[src/rtl/vec_exec_pipe.sv]
// vec_exec_pipe
// Execute stage of the filter GPU vector pipeline. Holds the Decode->Execute
// (E) and Execute->Memory (M) pipeline registers for LANES lanes of DW-bit
// pixels, resolves M/W operand forwarding, runs a per-lane ALU, keeps the
// NZCV flags taken from lane 0 and produces centre/neighbour addresses.
//
// Ports:
//   CLK, RST           clock, synchronous active-high reset
//   STALL_E, FLUSH_E   hold E and bubble M / clear E (flush wins)
//   VALID_D .. DIRSRC_D decode-stage instruction fields
//   RESULT_W, WA3_W, REGWRITE_W   writeback forwarding source
//   VALID_M .. MEMTOREG_M         memory-stage register outputs
//   FLAGS              {N,Z,C,V}
module vec_exec_pipe #(
  parameter int LANES  = 3,
  parameter int DW     = 18,
  parameter int AW     = 10,
  parameter int STRIDE = 480
) (
  input  logic                CLK,
  input  logic                RST,
  input  logic                STALL_E,
  input  logic                FLUSH_E,
  input  logic                VALID_D,
  input  logic [LANES*DW-1:0] RD1_D,
  input  logic [LANES*DW-1:0] RD2_D,
  input  logic [DW-1:0]       IMM_D,
  input  logic [3:0]          RA1_D,
  input  logic [3:0]          RA2_D,
  input  logic [3:0]          WA3_D,
  input  logic [3:0]          ALUOP_D,
  input  logic                ALUSRC_D,
  input  logic                REGWRITE_D,
  input  logic                MEMWRITE_D,
  input  logic                MEMTOREG_D,
  input  logic                FLAGWRITE_D,
  input  logic                DIRSRC_D,
  input  logic [LANES*DW-1:0] RESULT_W,
  input  logic [3:0]          WA3_W,
  input  logic                REGWRITE_W,
  output logic                VALID_M,
  output logic [LANES*DW-1:0] ALURESULT_M,
  output logic [LANES*DW-1:0] WRITEDATA_M,
  output logic [AW-1:0]       ADDR_M,
  output logic [AW-1:0]       ADDRP_M,
  output logic [AW-1:0]       ADDRN_M,
  output logic [3:0]          WA3_M,
  output logic                REGWRITE_M,
  output logic                MEMWRITE_M,
  output logic                MEMTOREG_M,
  output logic [3:0]          FLAGS
);

  localparam int VW = LANES * DW;
  localparam logic [AW-1:0] STEP_ROW = AW'(STRIDE);
  localparam logic [AW-1:0] STEP_ONE = {{(AW-1){1'b0}}, 1'b1};

  // E register
  logic          r_valid_e;
  logic [VW-1:0] r_rd1_e;
  logic [VW-1:0] r_rd2_e;
  logic [DW-1:0] r_imm_e;
  logic [3:0]    r_ra1_e;
  logic [3:0]    r_ra2_e;
  logic [3:0]    r_wa3_e;
  logic [3:0]    r_aluop_e;
  logic          r_alusrc_e;
  logic          r_regwrite_e;
  logic          r_memwrite_e;
  logic          r_memtoreg_e;
  logic          r_flagwrite_e;
  logic          r_dirsrc_e;

  // M register and flags
  logic          r_valid_m;
  logic [VW-1:0] r_aluresult_m;
  logic [VW-1:0] r_writedata_m;
  logic [AW-1:0] r_addr_m;
  logic [AW-1:0] r_addrp_m;
  logic [AW-1:0] r_addrn_m;
  logic [3:0]    r_wa3_m;
  logic          r_regwrite_m;
  logic          r_memwrite_m;
  logic          r_memtoreg_m;
  logic [3:0]    r_flags;

  // Execute datapath
  logic          w_fwd_a_m;
  logic          w_fwd_a_w;
  logic          w_fwd_b_m;
  logic          w_fwd_b_w;
  logic [VW-1:0] w_src_a;
  logic [VW-1:0] w_src_b;
  logic [VW-1:0] w_op_b;
  logic [VW-1:0] w_alu;
  logic [DW-1:0] w_a0;
  logic [DW-1:0] w_b0;
  logic [DW-1:0] w_res0;
  logic          w_flag_c;
  logic          w_flag_v;
  logic [3:0]    w_flags;
  logic [AW-1:0] w_addr;
  logic [AW-1:0] w_step;
  logic [AW-1:0] w_addrp;
  logic [AW-1:0] w_addrn;

  // One lane of the ALU; shifts use B[4:0] and saturate to 0 at >= DW.
  function automatic logic [DW-1:0] alu_lane(input logic [DW-1:0] a,
                                              input logic [DW-1:0] b,
                                              input logic [3:0]    op);
    logic [DW:0]   sum;
    logic [DW-1:0] res;
    sum = {1'b0, a} + {1'b0, b};
    case (op)
      4'd0:    res = sum[DW-1:0];
      4'd1:    res = a - b;
      4'd2:    res = a & b;
      4'd3:    res = a | b;
      4'd4:    res = a ^ b;
      4'd5:    res = b;
      4'd6:    res = (int'(b[4:0]) >= DW) ? {DW{1'b0}} : (a << b[4:0]);
      4'd7:    res = (int'(b[4:0]) >= DW) ? {DW{1'b0}} : (a >> b[4:0]);
      4'd8:    res = (a < b) ? a : b;
      4'd9:    res = (a > b) ? a : b;
      4'd10:   res = sum[DW:1];
      default: res = {DW{1'b0}};
    endcase
    return res;
  endfunction

  // Register 15 is never forwarded; an M match only counts for a live slot.
  assign w_fwd_a_m = r_regwrite_m & r_valid_m & (r_wa3_m == r_ra1_e) & (r_ra1_e != 4'd15);
  assign w_fwd_a_w = REGWRITE_W & (WA3_W == r_ra1_e) & (r_ra1_e != 4'd15);
  assign w_fwd_b_m = r_regwrite_m & r_valid_m & (r_wa3_m == r_ra2_e) & (r_ra2_e != 4'd15);
  assign w_fwd_b_w = REGWRITE_W & (WA3_W == r_ra2_e) & (r_ra2_e != 4'd15);

  // Source A forwarding mux, M has priority over W
  always_comb begin
    if (w_fwd_a_m) begin
      w_src_a = r_aluresult_m;
    end else if (w_fwd_a_w) begin
      w_src_a = RESULT_W;
    end else begin
      w_src_a = r_rd1_e;
    end
  end

  // Source B forwarding mux, M has priority over W
  always_comb begin
    if (w_fwd_b_m) begin
      w_src_b = r_aluresult_m;
    end else if (w_fwd_b_w) begin
      w_src_b = RESULT_W;
    end else begin
      w_src_b = r_rd2_e;
    end
  end

  // Per-lane B operand selection and ALU
  always_comb begin
    w_op_b = {VW{1'b0}};
    w_alu  = {VW{1'b0}};
    for (int i = 0; i < LANES; i++) begin
      w_op_b[i*DW +: DW] = r_alusrc_e ? r_imm_e : w_src_b[i*DW +: DW];
      w_alu[i*DW +: DW]  = alu_lane(w_src_a[i*DW +: DW], w_op_b[i*DW +: DW], r_aluop_e);
    end
  end

  assign w_a0   = w_src_a[DW-1:0];
  assign w_b0   = w_op_b[DW-1:0];
  assign w_res0 = w_alu[DW-1:0];

  // Lane-0 carry/overflow; an add carries out exactly when the wrapped sum is below A
  always_comb begin
    w_flag_c = 1'b0;
    w_flag_v = 1'b0;
    case (r_aluop_e)
      4'd0: begin
        w_flag_c = (w_res0 < w_a0);
        w_flag_v = (w_a0[DW-1] == w_b0[DW-1]) & (w_res0[DW-1] != w_a0[DW-1]);
      end
      4'd1: begin
        w_flag_c = (w_a0 >= w_b0);
        w_flag_v = (w_a0[DW-1] != w_b0[DW-1]) & (w_res0[DW-1] != w_a0[DW-1]);
      end
      default: begin
        w_flag_c = 1'b0;
        w_flag_v = 1'b0;
      end
    endcase
  end

  assign w_flags = {w_res0[DW-1], (w_res0 == {DW{1'b0}}), w_flag_c, w_flag_v};

  // Neighbour addresses wrap modulo 2^AW
  assign w_addr  = w_res0[AW-1:0];
  assign w_step  = r_dirsrc_e ? STEP_ROW : STEP_ONE;
  assign w_addrp = w_addr + w_step;
  assign w_addrn = w_addr - w_step;

  // Decode->Execute register: flush drops the incoming slot, stall holds E
  always_ff @(posedge CLK) begin
    if (RST) begin
      r_valid_e     <= 1'b0;
      r_rd1_e       <= {VW{1'b0}};
      r_rd2_e       <= {VW{1'b0}};
      r_imm_e       <= {DW{1'b0}};
      r_ra1_e       <= 4'd0;
      r_ra2_e       <= 4'd0;
      r_wa3_e       <= 4'd0;
      r_aluop_e     <= 4'd0;
      r_alusrc_e    <= 1'b0;
      r_regwrite_e  <= 1'b0;
      r_memwrite_e  <= 1'b0;
      r_memtoreg_e  <= 1'b0;
      r_flagwrite_e <= 1'b0;
      r_dirsrc_e    <= 1'b0;
    end else if (FLUSH_E) begin
      r_valid_e     <= 1'b0;
      r_regwrite_e  <= 1'b0;
      r_memwrite_e  <= 1'b0;
      r_memtoreg_e  <= 1'b0;
      r_flagwrite_e <= 1'b0;
    end else if (!STALL_E) begin
      r_valid_e     <= VALID_D;
      r_rd1_e       <= RD1_D;
      r_rd2_e       <= RD2_D;
      r_imm_e       <= IMM_D;
      r_ra1_e       <= RA1_D;
      r_ra2_e       <= RA2_D;
      r_wa3_e       <= WA3_D;
      r_aluop_e     <= ALUOP_D;
      r_alusrc_e    <= ALUSRC_D;
      r_regwrite_e  <= REGWRITE_D;
      r_memwrite_e  <= MEMWRITE_D;
      r_memtoreg_e  <= MEMTOREG_D;
      r_flagwrite_e <= FLAGWRITE_D;
      r_dirsrc_e    <= DIRSRC_D;
    end
  end

  // Execute->Memory register: a stall loads a bubble and keeps the old data
  always_ff @(posedge CLK) begin
    if (RST) begin
      r_valid_m     <= 1'b0;
      r_aluresult_m <= {VW{1'b0}};
      r_writedata_m <= {VW{1'b0}};
      r_addr_m      <= {AW{1'b0}};
      r_addrp_m     <= {AW{1'b0}};
      r_addrn_m     <= {AW{1'b0}};
      r_wa3_m       <= 4'd0;
      r_regwrite_m  <= 1'b0;
      r_memwrite_m  <= 1'b0;
      r_memtoreg_m  <= 1'b0;
    end else if (STALL_E) begin
      r_valid_m     <= 1'b0;
      r_regwrite_m  <= 1'b0;
      r_memwrite_m  <= 1'b0;
      r_memtoreg_m  <= 1'b0;
    end else begin
      r_valid_m     <= r_valid_e;
      r_aluresult_m <= w_alu;
      r_writedata_m <= w_src_b;
      r_addr_m      <= w_addr;
      r_addrp_m     <= w_addrp;
      r_addrn_m     <= w_addrn;
      r_wa3_m       <= r_wa3_e;
      r_regwrite_m  <= r_valid_e & r_regwrite_e;
      r_memwrite_m  <= r_valid_e & r_memwrite_e;
      r_memtoreg_m  <= r_valid_e & r_memtoreg_e;
    end
  end

  // NZCV register, written only when a live flag-setting op advances to M
  always_ff @(posedge CLK) begin
    if (RST) begin
      r_flags <= 4'd0;
    end else if (r_valid_e & r_flagwrite_e & ~STALL_E) begin
      r_flags <= w_flags;
    end
  end

  assign VALID_M     = r_valid_m;
  assign ALURESULT_M = r_aluresult_m;
  assign WRITEDATA_M = r_writedata_m;
  assign ADDR_M      = r_addr_m;
  assign ADDRP_M     = r_addrp_m;
  assign ADDRN_M     = r_addrn_m;
  assign WA3_M       = r_wa3_m;
  assign REGWRITE_M  = r_regwrite_m;
  assign MEMWRITE_M  = r_memwrite_m;
  assign MEMTOREG_M  = r_memtoreg_m;
  assign FLAGS       = r_flags;

endmodule

[config.mk]
export PLATFORM = sky130hd
export DESIGN_NAME = vec_exec_pipe
export DESIGN_NICKNAME = d
export VERILOG_FILES = /design/src/rtl/vec_exec_pipe.sv
export SDC_FILE = /design/constraint.sdc
export NUM_CORES = 2
export LEC_CHECK = 0
export ABC_AREA = 1
export CAP_MARGIN = 20
export CELL_PAD_IN_SITES_DETAIL_PLACEMENT = 1
export CELL_PAD_IN_SITES_GLOBAL_PLACEMENT = 1
export CORE_MARGIN = 3
export CORE_UTILIZATION = 40
export DETAILED_ROUTE_END_ITERATION = 7
export GPL_ROUTABILITY_DRIVEN = 0
export PLACE_DENSITY_LB_ADDON = 0.08
export REMOVE_ABC_BUFFERS = 1
export SYNTH_ARGS = -nofsm -noshare
export SYNTH_HDL_FRONTEND = slang
export SYNTH_SLANG_ARGS = --single-unit
[constraint.sdc]
create_clock -name CLK -period 8.4 [get_ports CLK]
set_clock_uncertainty 0.2 [all_clocks]
set_input_delay 2.52 -clock CLK [delete_from_list [all_inputs] [get_ports CLK]]
set_output_delay 2.52 -clock CLK [all_outputs]
set_load 0.005 [all_outputs]
==> qor.txt <==
Layout area overhead -> 22.2%
PwrDens -> 178 nW/um^2
R2R depth -> 28
WHS Path Cells -> 2
Synth warn -> 0
P_leak -> 16.9 nW
# rows -> 97
Die width -> 275 microns
Initial core utilization -> 0.408
Final worst slack -> 367 ps
CTS sink count -> 288
Status -> finished clean
Flop-to-flop setup slack -> 1860 ps
PortBufs -> 361
Post-synth EDFFs -> 0
Post-DP HPWL -> 116000 microns
Async set-reset flop share out of synthesis -> 0
Period utilisation layout -> 0.956
TritonCTS Buffers -> 37
Drt initial violations -> 3892
CP top delay family -> simple AND/OR/NAND/NOR gates
Primary FF master, synth -> dfxtp_1
RSZ-0062 raised after global routing -> no
Min Tclk post-route -> 8030 ps
First drt pass iteration count -> 6
Most common cell type on the critical path -> nand2_1
Final wirelength -> 153000 microns
Max-slew violation count -> 0
Bufs and invs on worst path -> 4
Register area share after synthesis -> 0.200
Max stage delay on crit path -> 560 ps
Setup Fix Bufs, Post-CTS -> 0
Number of global-route vias before repair -> 36.9k
CTS tree -> built
Hold Path Class -> reg -> reg
Htree depth -> 2
Slew headroom -> 0.239
Die area -> 75500 sq um
Largest fanout on the critical path -> 62
Worst-Margin Slew -> 1140 ps
Utilization after layout -> 0.499
Nets -> 5667
Slowest-stage cell, CP -> clkdlybuf4s50_1
Total of max-cap violations -> 0
# IOs -> 362
DR DRC count -> 0
RR Startpoint -> r_alusrc_e
Clk_lat worst skew -> 600 ps
Filler cells -> 9797
Via density -> 5.99
Req. time, crit path -> 8730 ps
Arr. time, crit path -> 8360 ps
Setup CP Type -> in -> reg
Synth Register Bits -> 288
Pre-CTS setup slack -> -45.7 ps
Drt wl/cell -> 24.6 microns
Syn_area_per_cell -> 5.87 sq um
Synth cell types -> 63
Fmax -> 124 MHz
Mapped Cells -> 4923
Hold Fails Final Rpt -> 0
Die Y -> 275 microns
Total GRT Usage -> 0.391
Mapped Area -> 28900 sq um
Worst vdd ir -> 0.131 mV
CP startpoint kind -> input pin
Core box area -> 70800 sq um
Final Setup Violations -> 0
Reg2reg end -> FLAGS[1]
Initial antenna violation count -> 9
Setup TNS -> 0 ps
Layout cell share with drive strength beyond 1 -> 0.0809
CTS Buffer Depth -> 3
Post-route ant nets -> 0
Hold Path End -> MEMTOREG_M
Critical path endpoint category -> flop
Pin count of the biggest net entering global routing -> 103
First-pass GRT wire length -> 228000 microns
Clk slew on worst S/H paths -> 60 ps
Total global routing overflow -> 0
Hold_sp -> r_memtoreg_e
Root buffer cell -> clkbuf_16
Via count -> 37.3k
## metrics by stage
step	power, mW	cell area [sq um]	hold slack, ps	cells
2_1_floorplan	3.23	27600	216	4639
3_3_place_gp	4.48	34100	227	6155
3_5_place_dp	4.53	34100	240	6155
4_1_cts	6.21	35300	253	6217
5_1_grt	6.62	35300	272	6220
6_report	6.30	35300	247	6225
## timing repair
action                     CTS  global route
hold endpoints to repair     0             0
hold buffers                 0             0
resized for setup            0             1
setup endpoints to repair    0             2
## logic make-up after synthesis
group,synth area share
buffers and inverters,0.114
xor gates and xnor gates,0.0161
adders and majority gates,0.0886
DFF,0.200
AOI/OAI and AO/OA,0.251
muxes,0.00173
and+or+nand+nor,0.328
## routing by layer
layer,global-route usage,vias to the layer above,part of all wire
li1,-,17000,-
met1,0.526,18100,0.43
met4,0.181,4,0.051
met3,0.0855,427,0.097
met2,0.596,1746,0.43
met5,0,-,0.00016
## placed cells by master, fill, tap and decap left out, types with 195 or more instances in the layout
master	count
ha_1	195
o21ai_0	528
buf_4	213
nand3_1	321
clkdlybuf4s50_1	359
nand2_1	1054
inv_1	475
nor2_1	653
dfxtp_1	287
a21oi_1	445
## flip-flops by register name (all words and copies together) (netlist names), 9 cells and up
signal	cells
ALURESULT_M	54
WRITEDATA_M	54
r_rd1_e	54
r_rd2_e	54
r_imm_e	18
ADDRP_M	10
ADDRN_M	9
## synth_stat cells (all sizes together), types with 5 or more instances
cell type,count,area (sq um)
a21oi,449,2260
nand4,49,322
a21o,7,52.6
o2111ai,18,158
nand3b,6,45.0
mux2i,5,50.1
nor4,20,125
o22ai,46,288
nor3,44,230
nor2,681,2640
clkinv,11,42.5
a21boi,6,45.0
a221oi,16,140
inv,512,1920
o21ai,648,3280
a31oi,15,93.8
clkbuf,166,626
o221ai,14,123
buf,118,716
a211oi,15,113
fa,6,120
nand3,337,1790
nand2,1087,4190
o21a,5,37.5
a2111oi,5,43.8
dfxtp,288,5770
or2,19,119
ha,195,2440
xor2,53,464
a22oi,8,60.1
o21bai,5,37.5
o211ai,47,358
o31ai,8,60.1
## layout make-up
| type | count | area [sq um] | area share |
|---|---|---|---|
| antenna | 8 | 20.0 | 0.000567 |
| tap | 940 | 1180 | 0.0333 |
| clock inverter | 14 | 208 | 0.00588 |
| clock buffer | 48 | 1010 | 0.0285 |
| timing repair buffer | 576 | 5270 | 0.149 |
| inverter | 523 | 1980 | 0.0560 |
| sequential | 288 | 5770 | 0.163 |
| multi-input combinational | 3828 | 19900 | 0.563 |
## power breakdown
group | total, mW | switching [mW] | internal [mW] | leakage [nW]
Sequential | 1.57 | 0.0951 | 1.48 | 2.38
Clock | 1.67 | 0.719 | 0.948 | 0.584
Combinational | 3.06 | 2.01 | 1.05 | 14.0
## worst min-delay path: stages (launching register included)
cell and delay [ps]:
dfxtp_1 290, inv_1 70, nor2_1 40
## worst max path at each step
stage | start | endpoint | cells after the start
CTS | WA3_W[1] | FLAGS[1] | 32
global placement | WA3_W[1] | FLAGS[1] | 32
floorplan | FLUSH_E | r_aluop_e[1] | 4
global route | WA3_W[0] | ADDRN_M[8] | 36
finish | WA3_W[1] | FLAGS[1] | 32
detailed placement | WA3_W[1] | FLAGS[1] | 32
(Power assumes the default switching activity.)
